--- config.mk ---
export PLATFORM = sky130hd
export DESIGN_NAME = mic1_uart_rx_io
export DESIGN_NICKNAME = d
export VERILOG_FILES = /design/src/rtl/mic1_uart_rx_io.sv
export SDC_FILE = /design/constraint.sdc
export NUM_CORES = 1
export LEC_CHECK = 0
export ABC_AREA = 1
export BUFFER_PORTS_ARGS = -buffer_cell sky130_fd_sc_hd__clkbuf_2
export CAP_MARGIN = 20
export CORE_MARGIN = 2
export CORE_UTILIZATION = 60
export DETAILED_ROUTE_END_ITERATION = 16
export PLACE_DENSITY = 0.8
export SLEW_MARGIN = 20
export SYNTH_ARGS = -nofsm -noshare
export SYNTH_HDL_FRONTEND = slang
export SYNTH_SLANG_ARGS = --single-unit
--- constraint.sdc ---
create_clock -name clk -period 3.1 [get_ports clk]
set_input_delay 0.31 -clock clk [delete_from_list [all_inputs] [get_ports clk]]
set_output_delay 0.31 -clock clk [all_outputs]
set_load 0.03 [all_outputs]
--- src/rtl/mic1_uart_rx_io.sv ---
// mic1 memory-mapped serial receiver: 8N1 deserializer feeding a byte FIFO,
// read through the data port (IO_ADDR pops a byte, STAT_ADDR returns sticky flags).
module mic1_uart_rx_io #(
  parameter int          CLK_DIV    = 868,
  parameter int          FIFO_DEPTH = 16,
  parameter logic [31:0] IO_ADDR    = 32'hFFFFFFFD,
  parameter logic [31:0] STAT_ADDR  = 32'hFFFFFFFC
) (
  input  logic        clk,
  input  logic        resetn,
  input  logic        ser_rx,
  input  logic        mem_read,
  input  logic [31:0] mem_addr,
  output logic [31:0] mem_rdata,
  output logic        io_hit,
  output logic        rx_avail
);

  localparam int DW = $clog2(CLK_DIV);
  localparam int AW = $clog2(FIFO_DEPTH);
  localparam logic [DW-1:0] DIV_FULL = DW'(CLK_DIV - 1);
  localparam logic [DW-1:0] DIV_HALF = DW'(CLK_DIV / 2 - 1);
  localparam logic [DW-1:0] DIV_ONE  = DW'(1);
  localparam logic [AW:0]   PTR_ONE  = (AW+1)'(1);

  typedef enum logic [1:0] {IDLE, START, DATA, STOP} rx_state_t;

  // Handshake: the receiver raises push_req for exactly one cycle with the byte
  // in shreg; the FIFO accepts it unless full with no simultaneous pop.

  logic            rx_s1, rx_s2;
  rx_state_t       state, state_d;
  logic [DW-1:0]   div, div_d;
  logic [2:0]      bit_cnt, bit_cnt_d;
  logic [7:0]      shreg, shreg_d;
  logic            brk_wait, brk_wait_d;
  logic            push_req, ferr_set, ovf_set;
  logic            div_zero;

  logic [7:0]      fifo_mem [FIFO_DEPTH];
  logic [AW:0]     wr_ptr, rd_ptr;
  logic            fifo_empty, fifo_full;
  logic            io_rd, stat_rd, pop, push_ok;
  logic            ferr, ovf;

  always_ff @(posedge clk or negedge resetn) begin
    if (!resetn) begin
      rx_s1 <= 1'b1;
      rx_s2 <= 1'b1;
    end else begin
      rx_s1 <= ser_rx;
      rx_s2 <= rx_s1;
    end
  end

  always_ff @(posedge clk or negedge resetn) begin
    if (!resetn) begin
      state    <= IDLE;
      div      <= '0;
      bit_cnt  <= '0;
      shreg    <= '0;
      brk_wait <= 1'b0;
    end else begin
      state    <= state_d;
      div      <= div_d;
      bit_cnt  <= bit_cnt_d;
      shreg    <= shreg_d;
      brk_wait <= brk_wait_d;
    end
  end

  assign div_zero = (div == '0);

  always_comb begin
    state_d    = state;
    div_d      = div;
    bit_cnt_d  = bit_cnt;
    shreg_d    = shreg;
    brk_wait_d = brk_wait;
    push_req   = 1'b0;
    ferr_set   = 1'b0;
    case (state)
      IDLE: begin
        if (!rx_s2) begin
          div_d   = DIV_HALF;
          state_d = START;
        end
      end
      START: begin
        // Mid-bit re-check rejects short low glitches on an idle line.
        if (div_zero) begin
          if (!rx_s2) begin
            div_d     = DIV_FULL;
            bit_cnt_d = '0;
            state_d   = DATA;
          end else begin
            state_d = IDLE;
          end
        end else begin
          div_d = div - DIV_ONE;
        end
      end
      DATA: begin
        if (div_zero) begin
          shreg_d   = {rx_s2, shreg[7:1]};
          div_d     = DIV_FULL;
          bit_cnt_d = bit_cnt + 3'd1;
          if (bit_cnt == 3'd7) state_d = STOP;
        end else begin
          div_d = div - DIV_ONE;
        end
      end
      STOP: begin
        // After a framing error, hold here until the line goes back to idle.
        if (brk_wait) begin
          if (rx_s2) begin
            brk_wait_d = 1'b0;
            state_d    = IDLE;
          end
        end else if (div_zero) begin
          if (rx_s2) begin
            push_req = 1'b1;
            state_d  = IDLE;
          end else begin
            ferr_set   = 1'b1;
            brk_wait_d = 1'b1;
          end
        end else begin
          div_d = div - DIV_ONE;
        end
      end
      default: state_d = IDLE;
    endcase
  end

  assign fifo_empty = (wr_ptr == rd_ptr);
  assign fifo_full  = (wr_ptr[AW] != rd_ptr[AW]) &&
                      (wr_ptr[AW-1:0] == rd_ptr[AW-1:0]);
  assign io_rd      = mem_read && (mem_addr == IO_ADDR);
  assign stat_rd    = mem_read && (mem_addr == STAT_ADDR);
  assign pop        = io_rd && !fifo_empty;
  // A pop in the same cycle frees the slot, so a full FIFO still accepts the byte.
  assign push_ok    = push_req && (!fifo_full || pop);
  assign ovf_set    = push_req && fifo_full && !pop;
  assign rx_avail   = !fifo_empty;

  always_ff @(posedge clk) begin
    if (push_ok) fifo_mem[wr_ptr[AW-1:0]] <= shreg;
  end

  always_ff @(posedge clk or negedge resetn) begin
    if (!resetn) begin
      wr_ptr    <= '0;
      rd_ptr    <= '0;
      ferr      <= 1'b0;
      ovf       <= 1'b0;
      mem_rdata <= '0;
      io_hit    <= 1'b0;
    end else begin
      if (push_ok) wr_ptr <= wr_ptr + PTR_ONE;
      if (pop)     rd_ptr <= rd_ptr + PTR_ONE;
      // A new event in the same cycle as a status read survives the clear.
      ferr   <= ferr_set | (ferr & ~stat_rd);
      ovf    <= ovf_set  | (ovf  & ~stat_rd);
      io_hit <= io_rd | stat_rd;
      if (io_rd) begin
        mem_rdata <= fifo_empty ? 32'h0 : {24'h0, fifo_mem[rd_ptr[AW-1:0]]};
      end else if (stat_rd) begin
        mem_rdata <= {29'h0, ovf, ferr, !fifo_empty};
      end
    end
  end

endmodule

# Yosys cells after proc, flatten, opt, wreduce, memory -nomap -nowiden
# Memories as Yosys holds them, arrays and structs flattened.
# Cells that the tools add are included.
word_totals:
  ram_bits: 128
  ff_bits: 71
  inputBits: 36
  n_memories: 1
  word_cells: 95
  output_inout_bits: 34
classes:
  n_eq_ne: 18
  addsub: 4
  n_reduce_logical: 19
  bitwise_logic: 6
  n_mux: 34
mem_list:
  columns: ["name", "depth", "word_bits", "rd", "rd_ports_with_merged_regs", "write_ports", "line_no", "text"]
  rows:
  - ["fifo_mem", 16, 8, 1, 0, 1, "40", "logic [7:0] fifo_mem [FIFO_DEPTH];"]
op_table:
  columns: ["cell", "n"]
  rows:
  - ["equality test 32 bit (second input constant)", 2]
  - ["two-way mux 32 bit", 2]
  - ["two-way mux 10 bit", 6]
  - ["one-hot mux 10 bit (4 select lines)", 1]
  - ["two-way mux 2 bit", 8]
  - ["inequality test 2 bit (second input constant)", 7]
  - ["two-way mux 1 bit", 11]
  - ["adder 5 x 1 -> 5 bit (second input constant)", 2]
  - ["zero test 10 bit", 1]
  - ["subtractor 10 x 1 -> 10 bit (second input constant)", 1]
  - ["two-way mux 3 bit", 3]
  - ["two-way mux 8 bit", 1]
  - ["one-hot mux 2 bit (4 select lines)", 1]
  - ["AND reduction 4 bit", 2]
  - ["logical AND 1 bit", 7]
  - ["inequality test 3 bit (second input constant)", 2]
  - ["one-hot mux 3 bit (2 select lines)", 1]
  - ["equality test 5 bit", 1]
  - ["AND reduction 5 bit", 1]
  - ["equality test 2 bit (second input constant)", 2]
  - ["equality test 4 bit", 1]
  - ["nonzero test 2 bit", 2]
  - ["adder 3 x 1 -> 3 bit (second input constant)", 1]
  - ["equality test 3 bit (second input constant)", 1]
  - ["other kinds (9)", 14]

# Depth between registers and ports, before layout
depth:
  word_depth: 7
  mapped_depth: 12
  depth_no_buf: 11

# Worst setup path before layout
# OpenSTA, ideal clock, no wires.
synth_path:
  path_kind: "reg-to-reg"
  startpoint: "register div[0]"
  endpoint: "memory fifo_mem[12][0], enable pin"
  n_path_buf: 0
  setup_slack_ps: 833
  period_less_slack_ps: 2267
  setup_ps: 370
  t_arrival_ps: 1897
  t_required_ps: 2730
  stages_incl_launch_ff: 11
  cell_sequence: "dfrtp_1 inv_1 ha_1 inv_1 nor2_1 nand2_1 nor2_4 nand3_2 nor3_4 nand3_2 nor2_1"
synth_between:
  elab_chain_len: 7
synth_rtl:
  columns: ["element", "line_no", "text"]
  rows:
  - ["start: declaration", "33", "logic [DW-1:0] div, div_d;"]
  - ["start signal: assignment", "65", "div <= div_d;"]
  - ["zero test 10 bit", "72", "assign div_zero = (div == '0);"]
  - ["two-way mux 1 bit", "120", "end else if (div_zero) begin"]
  - ["two-way mux 1 bit", "115", "if (brk_wait) begin"]
  - ["two-way mux 1 bit", "82", "case (state)"]
  - ["logical AND 1 bit", "143", "assign push_ok = push_req && (!fifo_full || pop);"]
  - ["two-way mux 1 bit", "148", "if (push_ok) fifo_mem[wr_ptr[AW-1:0]] <= shreg;"]
  - ["two-way mux 1 bit (not written as such)", "148", null]
  - ["end: declaration", "40", null]
# No other way between the ends.

# Worst setup path in the final report
layout_path:
  startpoint: "register div[0]"
  endpoint: "memory fifo_mem[4][3], enable pin"
# Same word-level chain as after synthesis.

==> reports/results.ini <==
[outcome]
outcome=finished clean

[grt]
grt_max_degree=69
grt_pass1_vias=5827
grt_pass1_wl_mm=29.9
grtUsageTotal_pct=27.2
antenna_found_initial=0
grt_remaining_overflow=0

[final_layout]
synthToLayoutAreaGrowth_pct=11.6
final_area_um2=9320
drive_above_1_share_pct=12.4
antenna-diode-count=0
layout.nets=1001
n_fill_cell=1005

[sta]
period_share_pct=85.3
slew_headroom_pct=41.3
rsz0062_at_grt=false
drv_slew=0
finalHoldViolCount=0
fin_setup_tns_ps=0
setup_violations=0
worst_slack_ps=455
whs_ps=220
worst_slew_pin_slew_ps=881
max_clock_freq_mhz=378
skew_ps=7.36
finalCriticalPeriod_ps=2650

[die]
initial_core_util_pct=60.9
core-area_um2=13700
io_pins=70
dieArea_um2=14900
die_w_um=122
die_y_um=122
row_count=43

[critical_path]
critPathSlowestCell=dfrtp_1
reg2reg_to=fifo_mem[4][3]
worstPathRequired_ps=3260
r2r_cells=11
reg2reg_from=div[0]
critPathCaptureType=flip-flop
crit_path_cell_trace=inv_1 > ha_1 > inv_1 > nor2_1 > nand2_1 > nor2_4 > nand3_2 > nor3_4 > nand3_2 > nor2_1 > buf_4
worstSetupPathType=reg -> reg
r2r_setup_slack_ps=450
arrival_ps=2800
worst_path_largest_cell_delay_ps=390
crit_path_start_kind=flip-flop
worst-path-max-fanout=7

[yosys]
synth_async_sr_flop_share_pct=26.9
synth_top_area_share_pct=46.0
ys_warn_count=0
yosysSeqAreaShare_pct=60.1
yosys.area.top_type=edfxtp_1
synth_flop_cell=edfxtp_1
ys_seq_elements=175
synth_area_um2=8350
synth-edff-count=128
synth_area_leaders=edfxtp_1 46%, dfrtp_1 13%, nand2_1 11%
syn-mean-instance-area_um2=9.34
synthCells=894
synth_common_cells=251 x nand2_1, 142 x nor2_1, 128 x edfxtp_1
synth.distinct_cells=29
synth.most_common_cell=nand2_1

[placed_design]
portBuffers=45
gp_congestion=0.896
dp_hpwl_mm=12.5
placed_cell_area_um2=8730
post-place-ws_ps=490

[clocking]
clock-sinks=175
cts_resized=0
cts_buffer_depth=2
cts_tree=done
numCtsBuffers=17
htree_levels=4
root_buffer=clkbuf_16
clkTransAtPathRegs_ps=70
clk_latency_ps=440

[min_path]
whs_endpoint=ovf
worstHoldStart=mem_addr[0]
whs_path_depth=3
hp-class=in -> reg

[drt]
initialDrtViolationCount=731
drc=0
wl_per_cell_um=17.1
postRouteWirelength_mm=19.5
viasPerCell=5.55
num_vias=6359
first_pass_iters=5
ant_nets=0

[power]
ir_worst_vdd_uv=370
leakagePower_uw=0.00423
powerDensity_nw_per_um2=498

[run]
max_cap_violations=0

-- area by class of cell --
type | count | area [µm²] | area share (%)
clock buffers | 17 | 425 | 4.56
clock inverters | 15 | 146 | 1.57
inverters | 68 | 255 | 2.74
multi-input cells | 622 | 2840 | 30.5
flip-flops and latches | 175 | 5020 | 53.9
well taps | 180 | 225 | 2.42
repair buffers | 68 | 403 | 4.32
-- state kept, by name, indices dropped and copies added, names as in the netlist, 3 cells and up, named ones only --
register   flops
shreg          8
wr_ptr         5
rd_ptr         5
mem_rdata      8
bit_cnt        3
fifo_mem     128
div           10
-- cell usage in the layout (no fill, tap or decap), types with 13 or more instances in the layout --
cell type,count
nand2_1,251
nor2_1,142
edfxtp_1,128
o21ai_0,76
inv_1,64
nand3_1,61
clkbuf_2,45
dfrtp_1,44
conb_1,24
buf_4,21
clkbuf_16,17
o211ai_1,13
ha_1,13
-- through the flow --
| step | instances | total power [µW] | utilization [%] |
|---|---|---|---|
| 6_report | 1145 | 4650 | 67.9 |
| 5_1_grt | 1145 | 4750 | 67.9 |
| 4_1_cts | 1145 | 4660 | 67.9 |
| 3_5_place_dp | 1111 | 2640 | 63.6 |
| 3_3_place_gp | 1111 | 2640 | 63.6 |
| 2_1_floorplan | 917 | 2620 | - |
-- where the power goes --
part           switching, µW  total (µW)  internal, µW
clock network            990        2060          1070
logic                   74.5         100          25.6
registers               1.43        2490          2490
total                   1070        4650          3580
-- repair_timing --
item                                   in CTS  in global routing
hold buffers                                2                  0
setup buffers                               0                  0
endpoints found under the hold margin      19                  0
-- worst max-delay path, delay by kind of cell (launching register included) --
kind | cells | cell delay, ps
adders and majority gates | 1 | 220
buffers and inverters | 3 | 390
DFF | 1 | 390
and+or+nand+nor | 7 | 1360
-- per-layer routing --
metal	GRT usage, %	part of all wire (%)	routed length (µm)	up-vias
li1	-	-	-	3015
met3	5.48	9.0	1750	68
met1	36.7	40	7830	2927
met5	0	0	0	-
met2	41.0	46	9040	349
met4	16.2	4.8	930	0
-- worst max path at each step --
stage	endpoint	from	slack (ps)	depth (start not counted)
floorplan	fifo_mem[12][0]	div[0]	830	10
global placement	fifo_mem[4][3]	div[0]	540	11
detailed placement	fifo_mem[4][3]	div[0]	490	11
CTS	fifo_mem[4][3]	div[0]	450	11
global route	fifo_mem[4][0]	div[0]	230	11
finish	fifo_mem[4][3]	div[0]	450	11
-- cell families (layout without fill, tap and decap cells) --
| kind of cell | count (synthesis) | after routing | synth area share (%) |
|---|---|---|---|
| and+or+nand+nor | 479 | 479 | 23.8 |
| xor gates and xnor gates | 10 | 10 | 1.05 |
| buffers and inverters | 120 | 168 | 6.89 |
| AOI/OAI and AO/OA | 96 | 96 | 6.17 |
| adders and majority gates | 13 | 13 | 1.95 |
| DFF | 175 | 175 | 60.1 |
| other | 1 | 24 | 0.0449 |
No activity file was read; power rests on OpenSTA's default activity.
